<file path="src/rtl/sram_bus_sampler.sv">
// SRAM bus capture: synchronises read strobe and address/data, detects strobe edges,
// and buffers {address, data, edge} samples in a first-word-fall-through FIFO.
module sram_bus_sampler #(
   parameter int ADDR_W      = 15,
   parameter int DATA_W      = 8,
   parameter int DEPTH       = 16,
   parameter int SYNC_STAGES = 2,
   parameter int EDGE_MODE   = 0
)(
   input  logic                     clk_i,
   input  logic                     rst_i,
   input  logic                     read_i,
   input  logic [ADDR_W-1:0]        address_i,
   input  logic [DATA_W-1:0]        data_i,
   input  logic                     enable_i,
   input  logic                     clear_overflow_i,
   output logic                     out_valid_o,
   input  logic                     out_ready_i,
   output logic [ADDR_W-1:0]        out_address_o,
   output logic [DATA_W-1:0]        out_data_o,
   output logic                     out_edge_o,
   output logic [$clog2(DEPTH):0]   level_o,
   output logic                     overflow_o,
   output logic [15:0]              drop_count_o
);
   localparam int PTR_W = $clog2(DEPTH);
   localparam int LVL_W = PTR_W + 1;
   localparam int BUS_W = 1 + ADDR_W + DATA_W;
   localparam int ENT_W = ADDR_W + DATA_W + 1;
   // Detection waits until prev_read holds a value that travelled the whole chain,
   // so a strobe held high through reset never looks like a rising edge.
   localparam logic [2:0] PRIME_N = 3'(SYNC_STAGES + 1);

   logic [BUS_W-1:0]  in_bus;
   logic [BUS_W-1:0]  s_bus;
   logic              s_read;
   logic [ADDR_W-1:0] s_addr;
   logic [DATA_W-1:0] s_data;

   assign in_bus = {read_i, address_i, data_i};

   generate
      if (SYNC_STAGES == 0) begin : g_nosync
         assign s_bus = in_bus;
      end else begin : g_sync
         logic [BUS_W-1:0] sync_q [SYNC_STAGES];
         always_ff @(posedge clk_i) begin
            if (rst_i) begin
               for (int i = 0; i < SYNC_STAGES; i++) sync_q[i] <= '0;
            end else begin
               sync_q[0] <= in_bus;
               for (int i = 1; i < SYNC_STAGES; i++) sync_q[i] <= sync_q[i-1];
            end
         end
         assign s_bus = sync_q[SYNC_STAGES-1];
      end
   endgenerate

   assign s_read = s_bus[BUS_W-1];
   assign s_addr = s_bus[ADDR_W+DATA_W-1:DATA_W];
   assign s_data = s_bus[DATA_W-1:0];

   logic       prev_read_q;
   logic [2:0] prime_cnt_q, prime_cnt_d;
   logic       primed;
   logic       rise, fall, qual_edge;

   assign primed      = (prime_cnt_q == PRIME_N);
   assign prime_cnt_d = primed ? prime_cnt_q : prime_cnt_q + 3'd1;
   assign rise        = s_read & ~prev_read_q;
   assign fall        = ~s_read & prev_read_q;
   assign qual_edge   = (EDGE_MODE == 0) ? rise :
                        (EDGE_MODE == 1) ? fall : (rise | fall);

   always_ff @(posedge clk_i) begin
      if (rst_i) begin
         prev_read_q <= 1'b0;
         prime_cnt_q <= '0;
      end else begin
         prev_read_q <= s_read;
         prime_cnt_q <= prime_cnt_d;
      end
   end

   logic [ENT_W-1:0] mem_q [DEPTH];
   logic [PTR_W-1:0] wr_ptr_q, wr_ptr_d;
   logic [PTR_W-1:0] rd_ptr_q, rd_ptr_d;
   logic [LVL_W-1:0] level_q, level_d;
   logic             overflow_q, overflow_d;
   logic [15:0]      drop_cnt_q, drop_cnt_d;
   logic             push_req, full, pop, push, drop;
   logic [ENT_W-1:0] head;

   assign push_req = qual_edge & enable_i & primed;
   assign full     = (level_q == LVL_W'(DEPTH));
   assign pop      = out_valid_o & out_ready_i;
   assign push     = push_req & (~full | pop);
   assign drop     = push_req & full & ~pop;

   always_comb begin
      wr_ptr_d   = wr_ptr_q;
      rd_ptr_d   = rd_ptr_q;
      level_d    = level_q;
      overflow_d = overflow_q;
      drop_cnt_d = drop_cnt_q;
      if (push) wr_ptr_d = wr_ptr_q + PTR_W'(1);
      if (pop)  rd_ptr_d = rd_ptr_q + PTR_W'(1);
      case ({push, pop})
         2'b10:   level_d = level_q + LVL_W'(1);
         2'b01:   level_d = level_q - LVL_W'(1);
         default: level_d = level_q;
      endcase
      // A drop in the clearing cycle still counts, so it survives the clear.
      if (clear_overflow_i) begin
         overflow_d = drop;
         drop_cnt_d = drop ? 16'd1 : 16'd0;
      end else if (drop) begin
         overflow_d = 1'b1;
         if (drop_cnt_q != 16'hFFFF) drop_cnt_d = drop_cnt_q + 16'd1;
      end
   end

   always_ff @(posedge clk_i) begin
      if (rst_i) begin
         wr_ptr_q   <= '0;
         rd_ptr_q   <= '0;
         level_q    <= '0;
         overflow_q <= 1'b0;
         drop_cnt_q <= '0;
      end else begin
         wr_ptr_q   <= wr_ptr_d;
         rd_ptr_q   <= rd_ptr_d;
         level_q    <= level_d;
         overflow_q <= overflow_d;
         drop_cnt_q <= drop_cnt_d;
      end
   end

   always_ff @(posedge clk_i) begin
      if (push) mem_q[wr_ptr_q] <= {s_addr, s_data, rise};
   end

   assign head          = mem_q[rd_ptr_q];
   assign out_valid_o   = (level_q != '0);
   // Masking keeps the head fields at zero after reset while storage is unwritten.
   assign out_address_o = out_valid_o ? head[ENT_W-1:DATA_W+1] : '0;
   assign out_data_o    = out_valid_o ? head[DATA_W:1]         : '0;
   assign out_edge_o    = out_valid_o ? head[0]                : 1'b0;
   assign level_o       = level_q;
   assign overflow_o    = overflow_q;
   assign drop_count_o  = drop_cnt_q;

endmodule
</file>
<file path="config.mk">
export PLATFORM = sky130hd
export DESIGN_NAME = sram_bus_sampler
export DESIGN_NICKNAME = d
export VERILOG_FILES = /design/src/rtl/sram_bus_sampler.sv
export SDC_FILE = /design/constraint.sdc
export NUM_CORES = 1
export LEC_CHECK = 0
export ABC_CLOCK_PERIOD_IN_PS = 6900
export BUFFER_PORTS_ARGS = -buffer_cell sky130_fd_sc_hd__buf_2
export CELL_PAD_IN_SITES_DETAIL_PLACEMENT = 2
export CELL_PAD_IN_SITES_GLOBAL_PLACEMENT = 2
export CORE_MARGIN = 4
export CORE_UTILIZATION = 52
export DETAILED_ROUTE_END_ITERATION = 12
export HOLD_SLACK_MARGIN = 0.12
export PLACE_DENSITY = 0.84
export SLEW_MARGIN = 30
export SYNTH_ARGS = -nofsm -noshare
export SYNTH_HDL_FRONTEND = slang
export SYNTH_SLANG_ARGS = --single-unit
</file>
<file path="constraint.sdc">
create_clock -name clk_i -period 6.9 [get_ports clk_i]
set_input_delay 1.38 -clock clk_i [delete_from_list [all_inputs] [get_ports clk_i]]
set_output_delay 1.38 -clock clk_i [all_outputs]
set_load 0.1 [all_outputs]
</file>
======== After elaboration in Yosys (flattened, before gate mapping) ========
Memories as Yosys holds them, arrays and structs flattened. A register that Yosys moved wholly into a read port is not among the register bits.
Cells that the tools add are included.
word-level totals
  input port bits ......................... 29
  memory bits (writable) .................. 432
  memories ................................ 2
  flip-flop bits (word level) ............. 34
cells by class
  reduce and logical (&&, ||, !) cells .... 5
  muxes and demuxes ....................... 19
  bitwise operators ....................... 13
  equal/unequal tests ..................... 5
  add/sub/neg operators ................... 6
memories
  name           words  width  read ports  clocked after memory_dff  wr ports  line  source
  mem_q          16     24     1           1                         1         85    logic [ENT_W-1:0] mem_q [DEPTH];
  g_sync.sync_q  2      24     2           0                         2         46    logic [BUS_W-1:0] sync_q [SYNC_STAGES];
operators with widths
  cell                     number
  $mux W16                 3
  $mux W24                 2
  $add A16 B1 Y16 const B  1
  $ne A16 B16 Y1 const B   1
  $mux W15                 1
  $pmux W5 S2              1
  $mux W1                  9
  $add A4 B1 Y4 const B    2
  $mux W4                  2
  $mux W8                  1
  $and A1 B1 Y1            7
  $reduce_bool A2 Y1       3
  $add A5 B1 Y5 const B    1
  $eq A5 B5 Y1 const B     1
  $reduce_bool A5 Y1       1
  $sub A5 B1 Y5 const B    1
  $add A3 B1 Y3 const B    1
  $eq A3 B2 Y1 const B     1
  $not A1 Y1               3
  $or A1 B1 Y1             3
  $eq A2 B1 Y1 const B     1
  $eq A2 B2 Y1 const B     1
  $reduce_and A2 Y1        1

======== Depth between registers and ports, before layout ========
  depth after elaboration ................. 8
  mapped depth ............................ 11
  gate-level depth less buffers ........... 11

======== Worst setup path after synthesis ========
Ideal clock, no wire load.
  path type ............................... reg2out
  from .................................... register level_q[1], in the netlist level_o[1]
  to ...................................... output port out_address_o[12]
  setup slack ............................. 2115 ps
  data arrival time ....................... 3405 ps
  path buffers ............................ 2
  cell stages (with the launch flop) ...... 6
  cells stage by stage .................... dfxtp_1 -> buf_2 -> nor4_4 -> nand2_1 -> clkbuf_1 -> and2_1
on the way
  longest elaborated chain between the ends .. 2
RTL lines
  element                 line  source
  start, declared         88    logic [LVL_W-1:0] level_q, level_d;
  start signal, assigned  133   level_q <= level_d;
  $reduce_bool A5 Y1      144   assign out_valid_o = (level_q != '0);
  net out_valid_o         17    output logic out_valid_o,
  $mux W15                146   assign out_address_o = out_valid_o ? head[ENT_W-1:DATA_W+1] : '0;
  end, declared           19    output logic [ADDR_W-1:0] out_address_o,
The timed path passes the listed nets, and every way through them passes these cells.

==> results.txt <==
The flow ran to the end, and the final reports show no timing, DRC or antenna violations. The initial standard-cell utilization of the core came out at 52.9%. The clock tree from TritonCTS is built. In this run, CTS created clock tree buffers numbering 48.

The final-report max-slew violation count is 0. The clock network fraction of design power came out at 32.2%. For the final routed database, the setup TNS stands at 0 ns. The global route total overflow came out at 0. The most used flip-flop cell after synthesis is sky130_fd_sc_hd__edfxtp_1.

The static power due to leakage came out at 6.37 nW. The max-capacitance violation count is 0. Dividing the synthesized area by the synthesized cell count gives 20.1 µm². The warning count from the yosys run is 0. The first-pass iteration count of the detailed router is 5.

The worst clock skew on the final layout is 0.0193 ns. The detail-routed via count per cell is 6.44. The insertion delay to the later sink of the worst-skew pair came out at 0.58 ns.

The final setup violation count came out at 0. For this run, global-route usage on met3 was measured as 5.40%. Across the VDD grid, the largest voltage drop is 0.395 mV. The fraction of the core area covered by cells at the end of the flow came out at 60.1%. The overall power of the completed layout came out at 0.00797 W. After legalization and detailed placement, the total HPWL measured 29,300 µm. The transition at the pin with the smallest max-transition slack is 0.953 ns. The routability congestion estimate is 0.726. In this run the number of H-tree levels came out at 2. The most frequent cell on the critical path is sky130_fd_sc_hd__mux4_2.

The kind of end point of the critical path is a primary output. The share of post-route cells with drive strength above 1 is 30.9%. The DRC violation count after routing is 0.

The setup path with the least slack is of type flip-flop to primary output. After clock tree synthesis, the flow added hold-fix buffers numbering 0. The total of cells resized after clock tree synthesis is 0.

The power density normalized to cell area is 393 nW/µm². The count of input and output buffers is 75. The met1 track demand over resource in global routing came out at 40.9%. The global-route wire length before repair came out at 78,100 µm. The final critical-path share of the clock period is 72.2%. The normalized max-slew margin is 36.4%. The worst stage delay on the critical path is 0.90 ns. The number of standard-cell rows in the floorplan is 67. The final-report hold violation count came out at 0. The share of total power dissipated in sequential elements is 40.8%. The achievable frequency came out at 201 MHz. STA classifies the critical path startpoint as a flip-flop.

The via count of the first global-routing pass is 10,296. The synthesized instance count came out at 888. The vias after detailed routing is 9,490. The routed wirelength normalized by instance count came out at 36.7 µm.

The initial antenna violation count is 3. At the end of the flow, the number of nets in the layout was 1,027. For this design the top-level I/O count stands at 76. The path class of the tightest hold or removal check is flip-flop to flip-flop. The maximum number of pins on one net before global-route repair is 58. The internal portion of the total power is 0.00518 W. The net switching share of the total power is 35.0%. The core outline area is 33,700 µm².

The summed instance area of the synthesized netlist is 17,800 µm². The combinational group share of total power is 27.1%. The floorplan die height came out at 193 µm. The total net switching power is 0.00279 W. The total nets after synthesis came out at 927. Setup repair after global routing left no endpoint under its margin. The number of buffers inserted to repair setup after CTS is 0.

For the worst setup path, the data required time is 5.52 ns. The global routing met2 resource utilization is 50.2%. The number of different library cells used by synthesis comes to 48. In this run the remaining antenna-violating nets after routing total 0. Compared with the post-synthesis result, the final layout area differs by 13.8%. Of all nets on the critical path, the largest fanout is 57. The layer flagged by global routing as most heavily used is met2. Subtracting the final worst setup slack from the clock period gives 4.98 ns.

The register area share after synthesis came out at 74.4%. The cell with the biggest individual delay on the critical path is sky130_fd_sc_hd__dfxtp_4. The arrival time at the worst endpoint is 3.60 ns.

The final layout contains routed wiring with a total length of 54,100 µm. The number of DRC markers in iteration 0 came out at 1,135. The clock slew at the register clock pins of the worst setup and hold paths is 0.06 ns. The horizontal die dimension came out at 193 µm.

The clock tree root driver cell is sky130_fd_sc_hd__clkbuf_16. In this run, synthesis inferred 384 flip-flops with an integrated enable. The total of flip-flops plus latches after synthesis came out at 470. The number of sinks on the clock net came out at 470. For this run, the total global-route usage over all layers was measured as 30.0%. Counting along the longest clock path gives a buffer depth of 3. Traced cell by cell, the critical path runs through buf_12 > mux4_2 > mux4_2 > and2_1 > buf_2. The post-synthesis async set-or-reset flop share came out at 0%. The die footprint is 37,300 µm².
registers in the layout, summed over array words and instances, names as in the netlist, named ones only:
| signal | cells |
|---|---|
| wr_ptr_q | 4 |
| overflow_o | 1 |
| prime_cnt_q | 3 |
| mem_q | 384 |
| drop_count_o | 16 |
| level_o | 5 |
| prev_read_q | 1 |
| g_sync.sync_q | 48 |
| rd_ptr_q | 4 |
worst paths after layout:
path | slack, ns | cells after the start | from | to
worst max-delay path | 1.92 | 5 | flip-flop | out_address_o[10]
worst min-delay path | 0.45 | 1 | g_sync.sync_q[0][1] | g_sync.sync_q[0][25]
worst max register to register | 3.18 | 7 | prime_cnt_q[0] | mem_q[0][16]
worst min register to register | 0.45 | 1 | g_sync.sync_q[0][1] | g_sync.sync_q[0][25]
power groups by stage:
stage | Combinational [W] | Sequential (W) | Clock, W
floorplan | 0.00176 | 0.00329 | 0
global placement | 0.00205 | 0.00333 | 0
detailed placement | 0.00215 | 0.00331 | 0
CTS | 0.00218 | 0.00325 | 0.00260
global route | 0.00224 | 0.00327 | 0.00274
finish | 0.00216 | 0.00325 | 0.00256
layout make-up:
class / count / area [µm²]
multi-input combinational: 365 / 4370
antenna: 1 / 2.50
timing repair buffer: 98 / 581
sequential: 470 / 13300
clock inverter: 16 / 154
inverter: 5 / 18.8
fill: 2717 / 13400
tap: 448 / 561
clock buffer: 70 / 1330
cell usage after synthesis, types with 9 or more instances:
| cell type | count | share of area [%] |
|---|---|---|
| sky130_fd_sc_hd__edfxtp_1 | 384 | 65 |
| sky130_fd_sc_hd__mux4_2 | 120 | 15 |
| sky130_fd_sc_hd__dfxtp_1 | 86 | 9.7 |
| sky130_fd_sc_hd__nor2b_1 | 52 | 1.8 |
| sky130_fd_sc_hd__nor2_1 | 47 | 0.99 |
| sky130_fd_sc_hd__and2_1 | 24 | 0.84 |
| sky130_fd_sc_hd__clkbuf_1 | 23 | 0.48 |
| sky130_fd_sc_hd__xnor2_1 | 17 | 0.84 |
| sky130_fd_sc_hd__nand2_1 | 14 | 0.29 |
| sky130_fd_sc_hd__buf_2 | 10 | 0.28 |
| sky130_fd_sc_hd__ha_1 | 10 | 0.70 |
| sky130_fd_sc_hd__nand3_1 | 9 | 0.25 |
placed cells by master (no fill, tap or decap), types with 4 or more instances in the layout:
cell / synthesis / final
sky130_fd_sc_hd__edfxtp_1: 384 / 384
sky130_fd_sc_hd__mux4_2: 120 / 120
sky130_fd_sc_hd__dfxtp_1: 86 / 83
sky130_fd_sc_hd__buf_2: 10 / 75
sky130_fd_sc_hd__nor2b_1: 52 / 51
sky130_fd_sc_hd__clkbuf_16: 0 / 49
sky130_fd_sc_hd__nor2_1: 47 / 35
sky130_fd_sc_hd__and2_1: 24 / 24
sky130_fd_sc_hd__buf_4: 1 / 21
sky130_fd_sc_hd__clkbuf_1: 23 / 19
sky130_fd_sc_hd__xnor2_1: 17 / 17
sky130_fd_sc_hd__nand2_1: 14 / 14
sky130_fd_sc_hd__nor2_2: 0 / 10
sky130_fd_sc_hd__ha_1: 10 / 10
sky130_fd_sc_hd__nand3_1: 9 / 9
sky130_fd_sc_hd__a21oi_1: 8 / 8
sky130_fd_sc_hd__clkinv_2: 0 / 8
sky130_fd_sc_hd__xor2_1: 7 / 7
sky130_fd_sc_hd__nor4_2: 6 / 6
sky130_fd_sc_hd__inv_1: 5 / 5
sky130_fd_sc_hd__nor3_2: 0 / 4
sky130_fd_sc_hd__and4_1: 4 / 4
sky130_fd_sc_hd__nand4_1: 4 / 4
sky130_fd_sc_hd__clkinv_1: 0 / 4
through the flow:
stage	instance area [µm²]	worst slack, ns	instances	hold slack, ns
final	20300	1.92	1473	0.451
after global routing	20300	1.72	1472	0.471
after CTS	20300	1.82	1472	0.455
after detailed placement	18800	2.46	1386	0.450
after global placement	18700	2.48	1385	0.422
after floorplan	17800	2.11	888	0.414
critical path, delay by kind of cell, from the launching register on:
kind,cells,cell delay (ns)
muxes,2,1.11
DFF,1,0.90
buffers and inverters,2,0.74
and+or+nand+nor,1,0.18
per-layer routing:
layer  share of wire, %  vias to the layer above
met5                  0                        -
met4                3.0                        0
met3                6.8                      101
met2                 51                      504
met1                 39                     5151
li1                   -                     3734
cell families after synthesis:
kind of cell	synth area share (%)
AO/OA/AOI/OAI	0.850
XOR/XNOR	1.18
adder cells (fa/ha/maj)	0.702
buffers and inverters	1.46
flip-flops	74.4
multiplexers	15.4
AND/OR/NAND/NOR	6.02
No activity file was read; power rests on OpenSTA's default activity.
